**src/rtl/dlatch_latch_if.sv**
```systemverilog
// Bundle for the latch data path: enable/data in, latch output, complement,
// close pulse and open-cycle counter out.
interface dlatch_latch_if #(
  parameter int WIDTH = 1,
  parameter int CNT_W = 8
) ();
  logic             en;
  logic [WIDTH-1:0] d;
  logic [WIDTH-1:0] q;
  logic [WIDTH-1:0] q_n;
  logic             close_pulse;
  logic [CNT_W-1:0] open_cnt;

  modport master (
    output en, d,
    input  q, q_n, close_pulse, open_cnt
  );

  modport slave (
    input  en, d,
    output q, q_n, close_pulse, open_cnt
  );
endinterface

```
**src/rtl/dlatch_latch.sv**
```systemverilog
// Clock-safe D-latch model: transparent combinational path plus an edge-sampled
// hold register, with a close-edge pulse and a saturating open-cycle counter.
module dlatch_latch #(
  parameter int WIDTH = 1,
  parameter int CNT_W = 8
) (
  input  logic          clk,
  input  logic          rst_n,
  dlatch_latch_if.slave bus
);

  localparam logic [CNT_W-1:0] CNT_MAX = {CNT_W{1'b1}};

  logic [WIDTH-1:0] hold;
  logic             en_q;
  logic             close_pulse;
  logic [CNT_W-1:0] open_cnt;

  // NOTE: all state lives in flops updated with non-blocking assignments; the
  // "latch" behaviour is a mux in front of a flop, so no real latch is inferred.
  always_ff @(posedge clk) begin
    if (!rst_n) begin
      hold        <= '0;
      en_q        <= 1'b0;
      close_pulse <= 1'b0;
      open_cnt    <= '0;
    end else begin
      if (bus.en) hold <= bus.d;
      en_q        <= bus.en;
      close_pulse <= en_q & ~bus.en;
      if (bus.en && open_cnt != CNT_MAX) open_cnt <= open_cnt + 1'b1;
    end
  end

  // Transparent path bypasses the register so a rising en shows d with no latency.
  assign bus.q           = bus.en ? bus.d : hold;
  assign bus.q_n         = ~bus.q;
  assign bus.close_pulse = close_pulse;
  assign bus.open_cnt    = open_cnt;

endmodule

```
**src/flat_wrapper.sv**
```systemverilog
// flat-port wrapper written by rule: the top's interface ports become plain ports
module dlatch_latch_flat 
#(
  parameter int WIDTH = 1,
  parameter int CNT_W = 8
)
  (clk, rst_n, bus_en, bus_d, bus_q, bus_q_n, bus_close_pulse, bus_open_cnt);
  dlatch_latch_if #(.WIDTH(WIDTH), .CNT_W(CNT_W)) bus_i ();
  input  logic clk;
  input  logic rst_n;
  input wire logic [$bits(bus_i.en)-1:0] bus_en;
  input wire logic [$bits(bus_i.d)-1:0] bus_d;
  output wire logic [$bits(bus_i.q)-1:0] bus_q;
  output wire logic [$bits(bus_i.q_n)-1:0] bus_q_n;
  output wire logic [$bits(bus_i.close_pulse)-1:0] bus_close_pulse;
  output wire logic [$bits(bus_i.open_cnt)-1:0] bus_open_cnt;
  assign bus_i.en = bus_en;
  assign bus_i.d = bus_d;
  assign bus_q = bus_i.q;
  assign bus_q_n = bus_i.q_n;
  assign bus_close_pulse = bus_i.close_pulse;
  assign bus_open_cnt = bus_i.open_cnt;
  dlatch_latch #(.WIDTH(WIDTH), .CNT_W(CNT_W)) u_core (.clk(clk), .rst_n(rst_n), .bus(bus_i));
endmodule
```
**config.mk**
```make
export PLATFORM = sky130hd
export DESIGN_NAME = dlatch_latch_flat
export DESIGN_NICKNAME = d
export VERILOG_FILES = /design/src/rtl/dlatch_latch_if.sv /design/src/rtl/dlatch_latch.sv /design/src/flat_wrapper.sv
export SDC_FILE = /design/constraint.sdc
export NUM_CORES = 1
export LEC_CHECK = 0
export CAP_MARGIN = 15
export CORE_AREA = 2 2 39 41
export DETAILED_ROUTE_END_ITERATION = 6
export DIE_AREA = 0 0 41 43
export PLACE_DENSITY = 0.68
export SLEW_MARGIN = 20
export SYNTH_ARGS = -nofsm -noshare
export SYNTH_HDL_FRONTEND = slang
export SYNTH_SLANG_ARGS = --single-unit
```
**constraint.sdc**
```tcl
create_clock -name clk -period 2.4 [get_ports clk]
set_input_delay 0.48 -clock clk [delete_from_list [all_inputs] [get_ports clk]]
set_output_delay 0.48 -clock clk [all_outputs]
set_load 0.03 [all_outputs]
```
==> results of run 1 <==
-- sequential cells by signal (all words and copies together), names as in the netlist --
| register | count |
|---|---|
| u_core.bus.open_cnt | 8 |
| u_core.bus.close_pulse | 1 |
| u_core.hold | 1 |
| u_core.en_q | 1 |
-- metal layers --
metal / vias to the layer above / share of wire [%] / track usage, %
met5: - / 0 / 0
met4: 0 / 2.5 / 8.00
met3: 4 / 5.4 / 4.71
met2: 13 / 47 / 19.4
met1: 210 / 45 / 16.9
li1: 236 / - / -
-- synthesized netlist by cell type, drive strengths merged --
library cell | instances | area share, %
a211oi | 2 | 4.7
a21boi | 2 | 3.5
a21oi | 4 | 4.4
a311oi | 2 | 4.4
a31oi | 1 | 1.2
and2 | 1 | 1.2
and3 | 3 | 3.5
and4 | 3 | 4.9
buf | 3 | 4.4
dfxtp | 11 | 41
ha | 1 | 2.3
inv | 2 | 1.4
mux2i | 5 | 9.3
nand2 | 8 | 5.6
nand2b | 3 | 3.5
nand4 | 1 | 1.2
nor2 | 2 | 1.4
nor2b | 1 | 1.2
o21ai | 1 | 0.93
-- power by group through the flow --
stage,registers [mW],clock network (mW),logic (mW)
global placement,0.197,0,0.0523
global route,0.194,0.141,0.0574
detailed placement,0.197,0,0.0529
finish,0.193,0.125,0.0524
CTS,0.193,0.131,0.0533
floorplan,0.204,0,0.0237
-- through the flow --
| stage | std cells | hold WS, ns | cell area, sq um | utilization [%] |
|---|---|---|---|---|
| final | 89 | 0.410 | 714 | 51.6 |
| after global routing | 89 | 0.467 | 714 | 51.6 |
| after CTS | 89 | 0.413 | 712 | 51.4 |
| after detailed placement | 85 | 0.403 | 686 | 49.5 |
| after global placement | 85 | 0.398 | 686 | 49.5 |
| after floorplan | 56 | 0.395 | 537 | - |
-- worst paths after layout --
kind,startpoint,end,slack (ns),cells after the start
max,bus_en,bus_q,0.42,4
min,u_core.en_q,u_core.bus.close_pulse,0.41,2
max reg2reg,u_core.bus.open_cnt[0],u_core.bus.open_cnt[5],1.04,4
min reg2reg,u_core.en_q,u_core.bus.close_pulse,0.41,2
-- area by class of cell --
cell class	count	area, sq um
Multi-Input combinational cell	40	285
Timing Repair Buffer	16	155
Inverter	2	7.51
Clock buffer	4	26.3
Sequential cell	11	220
Tap cell	16	20.0
Fill cell	135	669
-- repair_timing --
action,in CTS,in global routing
gates resized for setup,0,1
hold buffers,0,0
setup buffers,0,0
endpoints found under the setup margin,0,1
endpoints found under the hold margin,0,0
-- worst min-delay path, stage by stage (launching register included) --
cell     delay [ns]
dfxtp_1        0.30
nand2_1        0.04
nor2_1         0.03
-- kinds of logic after synthesis --
group | Yosys count | share of synthesized area (%)
adders and majority gates | 1 | 2.33
DFF | 11 | 41.0
muxes | 5 | 9.32
buffers and inverters | 5 | 5.83
AOI/OAI and AO/OA | 12 | 19.1
and+or+nand+nor | 22 | 22.4
==> impl_results.md, run 1 <==
* Final HPWL DP at 728 um
* Layout cell share with drive strength beyond 1 at between 15 and 20%
* GP Congestion at 0.651
* Highest Clock Rate at 505 MHz
* Design Power at 0.370 mW
* Placeable core area at 1380 sq um
* Yosys warns at 0
* Status: finished clean
* Initial antenna violation count at 0
* Slew margin rel. at between 70% and 80%
* Synth cell types at 24
* Buffers & Inverters on Critical Path at 3
* Pre-CTS setup slack at 0.0643 ns
* Area Growth Syn to Fin at 33.1%
* Die X at 41 um
* Post-synthesis register bit count at 11
* Final Setup Violations at 0
* Most frequent cells in the layout: clkdlybuf4s50_1, dfxtp_1, nand2_1, mux2i_1
* Final hold vios at 0
* Top delay family on crit path: buffers and inverters
* CTS tree: built
* Skew final at roughly 0.0054 ns
* Mean post-synth cell area at 9.59 sq um
* Pwr/cell area at around 520 nW/um^2
* Fin crit share at 82.5%
* Min-delay worst type: reg2reg
* CP peak stage delay at 0.50 ns
* Slew of the pin with the lowest slew margin at 0.380 ns
* Final WS setup at 0.421 ns
* Diode count at 0
* Total congestion overflow at 0
* P_sw at 0.0938 mW
* ANT nets after route at 0
* Switching share of total power at 25.3%
* IR drop worst, VDD at 0.262 mV
* RSZ-0062 raised after global routing: no
* Commonest non-fill, non-tap cell in the layout: clkdlybuf4s50_1
* Port Buf Inserts at 14
* Startpoint types: input pin
* GRT Overall Usage at 13.6%
* DRC errors left at 0
* Type of the worst setup path: in2out
* Post-Syn Nets at 61
* # IOs at 15
* Slew Viols, Final at 0
* Root Buffer: clkbuf_4
* Critical path fanouts, max at 2
* Initial drt markers at 6
* Seq/Total Area, Yosys at roughly two fifths
* Global-route wire length before repair at roughly 1.6 mm
* Final min period at just under 2 ns
* Drt first pass iters at 3
* CP max-delay cell: clkdlybuf4s50_1
* Critical Path AT at 1.50 ns
* DRT Wirelength at 997 um
* Die area at roughly 1800 sq um
* CTS Sinks at 11
* Reg power frac at 52.1%
* Setup TNS at 0 ns
* Via count at around 460
* Clock share of power at 33.7%
* Starting Density at 38.8%
* CTS HTree Levels at 1
* Clk_lat worst skew at around 0.26 ns
* Nets at 79
* Largest net degree at the start of global routing at 13
* Vias/cell at ~5.2
* Mapped Cells at 56
* DR WL/cell at 11.2 um
* Worst-path clk slew at 0.07 ns
* Longest Clk Path Bufs at 2
* CTS Buf Count at 3
* Worst setup EP type: output port
* P_int at 0.277 mW
* Syn Std Cell Area at 537 sq um
* Critical path cell sequence: clkdlybuf4s50_1, mux2i_1, inv_1, dlymetal6s2s_1
* Logic pwr share at between 10 and 15%
* Static Leak at 0.292 nW
* Die height at 43 um
* Worst path required time at 1.92 ns
* Total of max-cap violations at 0
* Vias in the first global route at 352
* Row count at 14
No activity file was read; power rests on OpenSTA's default activity.
==> inputs of run 2 (changes only) <==
--- a/config.mk
+++ b/config.mk
@@ -6,9 +6,9 @@
 export NUM_CORES = 1
 export LEC_CHECK = 0
 export CAP_MARGIN = 15
-export CORE_AREA = 2 2 39 41
+export CORE_AREA = 2 2 40 42
 export DETAILED_ROUTE_END_ITERATION = 6
-export DIE_AREA = 0 0 41 43
+export DIE_AREA = 0 0 42 44
 export PLACE_DENSITY = 0.68
 export SLEW_MARGIN = 20
 export SYNTH_ARGS = -nofsm -noshare
==> constraint.sdc (replaced) <==
create_clock -name clk -period 1.8 [get_ports clk]
set_input_delay 0.36 -clock clk [delete_from_list [all_inputs] [get_ports clk]]
set_output_delay 0.36 -clock clk [all_outputs]
set_load 0.03 [all_outputs]
==> impl_results.md, run 2 (synthesized netlist as in run 1, its figures left out) <==
* Status: finished clean
* CTS HTree Levels at 1 (unchanged)
* Die X at 42 um (+2.4%)
* # IOs at 15 (unchanged)
* Skew final at 0.000629 ns (-0.00477 ns)
* CTS Sinks at 11 (unchanged)
* GP Congestion at 0.753 (+16%)
* Pwr/cell area at 692 nW/um^2 (+33%)
* Clk_lat worst skew at 0.27 ns (about the same)
* CP max-delay cell: clkdlybuf4s50_1
* P_int at 0.370 mW (+34%)
* Diode count at 0 (unchanged)
* DRT Wirelength at 1.04 mm (+3.8%)
* Via count at 467 (+0.86%)
* Drt first pass iters at 3 (unchanged)
* Final HPWL DP at 726 um (-0.25%)
* Worst setup EP type: output port
* CP peak stage delay at 0.70 ns (+0.20 ns)
* Slew of the pin with the lowest slew margin at 0.324 ns (-0.0567 ns)
* RSZ-0062 raised after global routing: no
* Critical path fanouts, max at 6 (+4)
* Total of max-cap violations at 0 (unchanged)
* Max reg flops at 8 (unchanged)
* Row count at 14 (unchanged)
* Switching share of total power at 26.3% (+1.0 points)
* Commonest non-fill, non-tap cell in the layout: dfxtp_1
* Fillcell total at 144 (+6.7%)
* Worst-path clk slew at 0.07 ns (about the same)
* Startpoint types: register
* Nets at 80 (+1.3%)
* Post-CTS setup buffers at 0 (unchanged)
* Clock share of power at 34.4% (+0.7 points)
* Logic pwr share at 14.2% (about the same)
* Initial drt markers at 4 (-2)
* Buffers & Inverters on Critical Path at 1 (-2)
* Largest net degree at the start of global routing at 9 (-4)
* Most frequent cells in the layout: dfxtp_1, clkdlybuf4s50_1, nand2_1, mux2i_1, buf_4
* Initial antenna violation count at 0 (unchanged)
* P_sw at 0.132 mW (+41%)
* Design Power at 0.502 mW (+35%)
* Critical Path AT at 1.39 ns (-0.11 ns)
* Global-route wire length before repair at 1.75 mm (+10%)
* Longest Clk Path Bufs at 2 (unchanged)
* Type of the worst setup path: reg2out
* Fin crit share at between 90% and 100%
* DR WL/cell at 11.5 um (+2.7%)
* Placed Cells at 86 (+1.2%)
* Area Growth Syn to Fin at 35.2%
* CTS Buf Count at 3 (unchanged)
* Top delay family on crit path: buffers and inverters
* Final min period at 1.75 ns
* Reg power frac at 51.4% (-0.7 points)
* CTS tree: built
* Root Buffer: clkbuf_4
* Most flops, register: u_core.bus.open_cnt
* Die height at 44 um (+2.3%)
* Non-Filler Instances at 90 (+1.1%)
* Final hold vios at 0 (unchanged)
* GRT Overall Usage at 12.8% (-0.85 points)
* ANT nets after route at 0 (unchanged)
* Final Setup Violations at 0 (unchanged)
* Vias in the first global route at 397 (+13%)
* Sequential cell area at 220 sq um (unchanged)
* Port Buf Inserts at 14 (unchanged)
* Total congestion overflow at 0 (unchanged)
* Slew margin rel. at 78.4% (+3.8 points)
* Min-delay worst type: reg2reg
* Static Leak at 0.330 nW (+13%)
* Highest Clock Rate at about 570 MHz
* DRC errors left at 0 (unchanged)
* Slew Viols, Final at 0 (unchanged)
* Vias/cell at 5.19 (-0.26%)
* Starting Density at 37.8% (-0.96 points)
* Worst path required time at 1.44 ns (-0.48 ns)
* Critical path cell sequence: clkdlybuf4s50_1
* Placeable core area at 1420 sq um (+2.5%)
* IR drop worst, VDD at 0.364 mV (+39%)
* Die area at 1850 sq um (+4.8%)
* Multi-input logic area at 289 sq um (+1.3%)
* Layout cell share with drive strength beyond 1 at 18.9% (+3.9 points)
-- run 2: cell types whose count changed in the layout (fill, tap and decap cells not counted), sizes merged --
cell           previous run  this run
clkdlybuf4s50            12         9
buf                       3         5
dlymetal6s2s              1         3
-- run 2: power by group through the flow --
stage                     combinational (mW)  sequential (mW)  clock, mW
after floorplan                       0.0328            0.272          0
after global placement                0.0723            0.263          0
after detailed placement              0.0735            0.264          0
after CTS                             0.0736            0.258      0.177
after global routing                  0.0774            0.260      0.186
final                                 0.0711            0.258      0.173
-- run 2: final timing paths --
path / startpoint / endpoint / slack (ns) / depth (start not counted)
worst min-delay path: u_core.en_q / u_core.bus.close_pulse / 0.41 / 2
worst max register to register: u_core.bus.open_cnt[0] / u_core.bus.open_cnt[5] / 0.44 / 4
worst min register to register: u_core.en_q / u_core.bus.close_pulse / 0.41 / 2
worst max-delay path: u_core.bus.open_cnt[0] / bus_open_cnt[0] / 0.05 / 1
-- run 2: final cells by class --
cell class | count | share of cell area [%]
Multi-Input combinational cell | 40 | 39.8
Clock buffer | 4 | 3.62
Sequential cell | 11 | 30.3
Inverter | 2 | 1.03
Tap cell | 16 | 2.76
Timing Repair Buffer | 17 | 22.4
-- run 2: timing repair --
item,4_1_cts,5_1_grt
endpoints found under the setup margin,1,4
gates resized for setup,3,5
hold buffers,0,0
endpoints found under the hold margin,0,0
-- run 2: worst min-delay path: cells and delay by family (launching register included) --
kind | cells | cell delay, ns
simple gates | 2 | 0.08
flops | 1 | 0.30
-- run 2: per-layer routing --
layer  up-vias  track usage, %  routed length, um  part of all wire (%)
li1        236               -                  -                     -
met1       213            16.2                495                    48
met2        13            17.8                459                    44
met3         5            5.42                 51                   4.9
met4         0            7.74                 29                   2.8
met5         -               0                  0                     0
-- run 2: stage by stage --
stage,instance area (sq um),utilization [%],setup TNS [ns],hold slack (ns),setup slack [ns]
after CTS,724,51.1,0,0.416,0.00384
after global placement,697,49.1,-0.289,0.400,-0.289
after detailed placement,697,49.1,-0.304,0.406,-0.304
after floorplan,541,-,0,0.395,0.195
after global routing,726,51.1,0,0.443,0.00509
final,726,51.1,0,0.412,0.0475
